$ cat config.mk
export PLATFORM = sky130hd
export DESIGN_NAME = hack_alu_pipe
export DESIGN_NICKNAME = d
export VERILOG_FILES = /design/src/rtl/hack_alu_pipe.sv
export SDC_FILE = /design/constraint.sdc
export NUM_CORES = 1
export LEC_CHECK = 0
export BUFFER_PORTS_ARGS = -buffer_cell sky130_fd_sc_hd__buf_2
export CORE_AREA = 2 2 63 110
export CTS_CLUSTER_SIZE = 10
export DETAILED_ROUTE_END_ITERATION = 7
export DIE_AREA = 0 0 65 112
export PLACE_DENSITY = 0.9
export SETUP_SLACK_MARGIN = 0.2
export SYNTH_ARGS = -nofsm -noshare
export SYNTH_HDL_FRONTEND = slang
export SYNTH_SLANG_ARGS = --single-unit
$ cat constraint.sdc
create_clock -name clk -period 3.2 [get_ports clk]
set_input_delay 0.32 -clock clk [delete_from_list [all_inputs] [get_ports clk]]
set_output_delay 0.32 -clock clk [all_outputs]
set_load 0.05 [all_outputs]
$ cat src/rtl/hack_alu_pipe.sv
// Two-stage pipelined Hack ALU with valid/ready handshakes on both sides.
// Stage 1 registers the preprocessed operands (zx/nx, zy/ny applied) plus f/no.
// Stage 2 registers the final result together with the zr/ng flags.
// Optional feature: define HACK_ALU_OVF_EN to add registered carry/ovf outputs.
module hack_alu_pipe #(
   parameter int unsigned WIDTH = 16
) (
   input  logic             clk,
   input  logic             rst,
   input  logic             in_valid,
   output logic             in_ready,
   input  logic [WIDTH-1:0] x,
   input  logic [WIDTH-1:0] y,
   input  logic             zx,
   input  logic             nx,
   input  logic             zy,
   input  logic             ny,
   input  logic             f,
   input  logic             no,
   output logic             out_valid,
   input  logic             out_ready,
   output logic [WIDTH-1:0] out,
   output logic             zr,
`ifdef HACK_ALU_OVF_EN
   output logic             ng,
   output logic             carry,
   output logic             ovf
`else
   output logic             ng
`endif
);

   logic             s1_valid_q;
   logic [WIDTH-1:0] s1_x_q;
   logic [WIDTH-1:0] s1_y_q;
   logic             s1_f_q;
   logic             s1_no_q;

   logic             s2_free;
   logic             s1_adv;
   logic             in_xfer;

   logic [WIDTH-1:0] x_pre;
   logic [WIDTH-1:0] y_pre;
   logic [WIDTH-1:0] sum;
   logic [WIDTH-1:0] r;
   logic [WIDTH-1:0] res;

   // Handshake control: stage 2 frees up when empty or being drained this cycle.
   always_comb begin
      s2_free  = !out_valid || out_ready;
      s1_adv   = s1_valid_q && s2_free;
      in_ready = !s1_valid_q || s2_free;
      in_xfer  = in_valid && in_ready;
   end

   // Operand preprocessing: zero first, then invert, so zx&nx yields all ones.
   always_comb begin
      x_pre = zx ? '0 : x;
      x_pre = nx ? ~x_pre : x_pre;
      y_pre = zy ? '0 : y;
      y_pre = ny ? ~y_pre : y_pre;
   end

`ifdef HACK_ALU_OVF_EN
   logic [WIDTH:0] sum_ext;
   logic           carry_d;
   logic           ovf_d;

   // Wide add exposes the carry; overflow when same-sign operands give a different-sign sum.
   always_comb begin
      sum_ext = {1'b0, s1_x_q} + {1'b0, s1_y_q};
      sum     = sum_ext[WIDTH-1:0];
      carry_d = s1_f_q && sum_ext[WIDTH];
      ovf_d   = s1_f_q && (s1_x_q[WIDTH-1] == s1_y_q[WIDTH-1])
                       && (sum_ext[WIDTH-1] != s1_x_q[WIDTH-1]);
   end
`else
   // Plain modular add of the preprocessed operands.
   always_comb begin
      sum = s1_x_q + s1_y_q;
   end
`endif

   // Function select and output inversion on the stage-1 contents.
   always_comb begin
      r   = s1_f_q ? sum : (s1_x_q & s1_y_q);
      res = s1_no_q ? ~r : r;
   end

   // Stage 1: load on input transfer, empty when advancing without a refill.
   always_ff @(posedge clk or posedge rst) begin
      if (rst) begin
         s1_valid_q <= 1'b0;
         s1_x_q     <= '0;
         s1_y_q     <= '0;
         s1_f_q     <= 1'b0;
         s1_no_q    <= 1'b0;
      end else begin
         if (in_xfer) begin
            s1_valid_q <= 1'b1;
            s1_x_q     <= x_pre;
            s1_y_q     <= y_pre;
            s1_f_q     <= f;
            s1_no_q    <= no;
         end else if (s1_adv) begin
            s1_valid_q <= 1'b0;
         end
      end
   end

   // Stage 2: result and flags update together; held stable while stalled.
   always_ff @(posedge clk or posedge rst) begin
      if (rst) begin
         out_valid <= 1'b0;
         out       <= '0;
         zr        <= 1'b0;
         ng        <= 1'b0;
`ifdef HACK_ALU_OVF_EN
         carry     <= 1'b0;
         ovf       <= 1'b0;
`endif
      end else begin
         if (s1_adv) begin
            out_valid <= 1'b1;
            out       <= res;
            zr        <= (res == '0);
            ng        <= res[WIDTH-1];
`ifdef HACK_ALU_OVF_EN
            carry     <= carry_d;
            ovf       <= ovf_d;
`endif
         end else if (out_valid && out_ready) begin
            out_valid <= 1'b0;
         end
      end
   end

endmodule

## Word-level counts from Yosys, hierarchy flattened

Cells that the tools add are included.

| word-level totals | value |
|---|---|
| register bits | 54 |
| input bits | 42 |

| cells by class | value |
|---|---|
| add/sub/neg operators | 1 |
| muxes and demuxes | 10 |
| bitwise logic cells | 4 |
| reduce and logical (&&, ||, !) cells | 10 |

Operator list:

| cell | count |
|---|---|
| 2-to-1 mux 16 bit | 6 |
| inverter 16 bit | 3 |
| adder 16 bit | 1 |
| AND 16 bit | 1 |
| zero test 16 bit | 1 |
| 2-to-1 mux 1 bit | 4 |
| nonzero test 2 bit | 2 |
| logical AND 1 bit | 3 |
| zero test 1 bit | 2 |
| logical OR 1 bit | 2 |

## Longest topological paths before layout

| depth | value |
|---|---|
| word-level depth | 5 |
| mapped depth | 10 |
| depth with buffers taken out | 10 |

## Least setup slack after synthesis

No wires, ideal clock.

| timing path | value |
|---|---|
| path kind | flip-flop to flip-flop |
| start | register s1_x_q[0] |
| end | register zr |
| setup time | 0.121 ns |
| data arrival time | 2.487 ns |
| data required time | 3.079 ns |
| setup slack | 0.591 ns |
| stages on the path, launching flop included | 10 |
| cell sequence | dfrtp_1 ha_1 fa_1 a21o_1 o2bb2ai_1 or3_1 a31oi_1 nor4_1 o2111a_1 a32o_2 |

| on the way | value |
|---|---|
| cells in the longest elaborated chain, start to end | 5 |
| elaborated cells on any way between the ends | 6 |

Ends and longest elaborated chain:

| element | line | RTL |
|---|---|---|
| start: declaration | 34 | `logic [WIDTH-1:0] s1_x_q;` |
| start signal: assignment | 102 | `s1_x_q <= x_pre;` |
| adder 16 bit / AND 16 bit (equally long branches) | 81, 87 |  |
| 2-to-1 mux 16 bit * | 87 | `r = s1_f_q ? sum : (s1_x_q & s1_y_q);` |
| inverter 16 bit | 88 | `res = s1_no_q ? ~r : r;` |
| 2-to-1 mux 16 bit * | 88 |  |
| zero test 16 bit * | 127 | `zr <= (res == '0);` |
| end signal: assignment | 127 |  |
| end: declaration | 23 | `output logic zr,` |

Mark *: on every way between the ends. The rest lies on a longest branch, timed or not.
A chain may end at the register's enable or synchronous reset.

## Worst setup path in the final report

Ends and elaborated chain as after synthesis.

==> impl_metrics.toml <==
[route]
postRouteAntennaNets = 0
routedWlPerCell_um = 13.0
drcViolationCount = 0
vias_per_cell = 5.49
first_iter_violations = 120
vias = 2937
wirelength_mm = 6.94
firstDrtPassIters = 4

[critical_path]
crit_chain = "ha_1, fa_1, a21o_1, o2bb2ai_1, a22oi_2, a21o_1, a211oi_2, or4b_1, mux2i_1, a32o_2"
slowest_delay_ps = 470
cpMostUsedCell = "a21o_1"
endpoint_kind = "flop"
crit_arrival_ps = 3120
worstSetupStartpointType = "flop"
cp_num_buf_inv = 0
crit_type = "flop to flop"
required_ps = 3430
worstPathMaxFanout = 5
crit_family = "compound AO/OA/AOI/OAI gates"
slowest_stage = "or4b_1"

[timing]
min_period_over_period = 0.903
worst_pin_slew_ps = 1040
relSlewSlack = 0.303
worst_hold_slack_ps = 234
setup_violations = 0
clock_skew_ps = 6.47
hold_viol_final = 0
finalMaxSlewViolations = 0
rsz0062_at_grt = "false"
timing.fmax_mhz = 346
min_period_ps = 2890
setup_tns_ps = 0

[power_and_ir_drop]
p_leak_nw = 1.83
cellPowerDensity_nw_per_um2 = 717
vdd_drop_max_mv = 0.378

[floorplan]
fp.coreArea_sq_um = 6390
boundaryPins = 62
rows = 39
initial_core_util = 0.561
die_h_um = 112
die_w_um = 65
die_area_sq_um = 7280

[yosys]
synth-adder-area-share = 0.0614
synthesis.nets = 462
synthDistinctLibCells = 52
synth_area_sq_um = 3580
ys_top_cells_by_area = "dfrtp_1 (37%), xnor2_1 (11%), nand2_1 (6.5%)"
synthSimpleGateAreaFrac = 0.197
ys_warn_count = 0
synth_seq_cells = 53
ys.flop_type = "dfrtp_1"
synthMuxAreaShare = 0.0353
synth.yosys.seq_area_share = 0.370
synth_cells = 403
synth.largest_area_cell = "dfrtp_1"
avgSynthCellArea_sq_um = 8.90
async_flop_share = 1.00
synth_xor_xnor_area_share = 0.132
synth_top_cell_area_share = 0.370
synth-edff-count = 0
synth_top_family_by_area = "simple AND/OR/NAND/NOR gates"
synth_compound_area_frac = 0.169

[clock_network]
numCtsBuffers = 5
cts-root-buf = "clkbuf_16"
cts_max_level = 2
worstSkewPairLatency_ps = 300
clock_path_buffers = 2
clock_sinks = 53
cts_tree = "done"
path_clk_slew_ps = 60
cts_setup_buffers = 0

[place]
globalplace.congestion = 0.881
dp_cells = 528
hpwl_mm = 5.44
portBuffers = 61

[grt]
grt_pass1_vias = 2789
antenna_found_initial = 0
grt_usage = 0.207
gr-total-overflow = 0
grt_max_degree = 54
grt_pass1_wl_mm = 12.0

[outcome]
status = "completed"

[layout]
area_growth_pct = 14.8
final_common_cell = "nand2_1"
num_antenna_cells = 0
final_nets = 512
drive_above_1_share = 0.192
finalNonFillerCells = 535
post-route-util = 0.644
final_cell_mix = "nand2_1 (62), buf_2 (61), dfrtp_1 (53), xnor2_1 (45), o21ai_0 (40)"

[hold_path]
holdCritPathClass = "input port to flop"

[job]
drv_cap = 0
## cell type report
| class | instances | area (sq um) |
|---|---|---|
| multi-input combinational | 320 | 2150 |
| tap | 82 | 103 |
| clock inverter | 2 | 35.0 |
| timing repair buffer | 68 | 358 |
| fill | 535 | 2280 |
| inverter | 5 | 18.8 |
| clock buffer | 5 | 125 |
| sequential | 53 | 1330 |
## synth_stat cells, types with 4 or more instances
cell,n
o21ai_1,11
a31oi_1,4
nand2_1,62
nor2b_1,35
a21oi_1,12
xnor2_1,45
ha_1,16
nand3b_1,8
a21o_1,5
o21ai_0,40
clkbuf_1,16
inv_1,5
buf_1,5
nor2_1,9
a211oi_1,6
mux2i_1,7
xor2_1,9
dfrtp_1,53
nand2b_1,5
## routing by layer
metal | part of all wire | wire length, um | global-route usage
met1 | 0.39 | 2690 | 0.226
met2 | 0.53 | 3700 | 0.367
met3 | 0.042 | 290 | 0.0354
met4 | 0.038 | 265 | 0.121
met5 | 0 | 0 | 0
## kinds of logic (layout without fill, tap and decap cells)
kind of cell,Yosys count,after routing
mux,12,12
xor+xnor,54,54
fa+ha+maj,17,17
simple gates,139,139
flops,53,53
compound gates,98,98
buf+inv,30,80
## stage by stage
| step | total power, mW | worst slack [ps] | area [sq um] |
|---|---|---|---|
| floorplan | 2.08 | 591 | 3580 |
| global placement | 2.32 | 385 | 3940 |
| detailed placement | 2.36 | 285 | 3940 |
| CTS | 2.96 | 260 | 4100 |
| global route | 3.15 | 212 | 4110 |
| finish | 2.95 | 311 | 4110 |
## power breakdown
group          internal, mW  switching [mW]  total, mW
logic                 0.504           0.931       1.43
registers             0.833          0.0951      0.928
clock network         0.363           0.224      0.587
total                  1.70            1.25       2.95
## sequential cells by signal (all words and copies together) (netlist names)
signal,flops
out,16
s1_valid_q,1
s1_no_q,1
s1_f_q,1
s1_y_q,16
zr,1
out_valid,1
s1_x_q,16
## worst paths after layout
kind / startpoint / end / slack, ps / depth (start not counted)
setup / recovery: s1_x_q[0]$_DFFE_PP0P_ / zr$_DFFE_PP0P_ / 310 / 10
hold / removal: in_valid / s1_valid_q$_DFFE_PP0P_ / 230 / 2
setup reg to reg: s1_x_q[0]$_DFFE_PP0P_ / zr$_DFFE_PP0P_ / 310 / 10
hold reg to reg: out[4]$_DFFE_PP0P_ / out[4]$_DFFE_PP0P_ / 470 / 2
max in group asynchronous: rst / out[0]$_DFFE_PP0P_ / 2280 / 2
min in group asynchronous: rst / s1_y_q[13]$_DFFE_PP0P_ / 280 / 2
## what timing repair did
action,4_1_cts,5_1_grt
resized for setup,0,3
hold buffers,0,0
setup endpoints to repair,0,1
(Power assumes the default switching activity.)
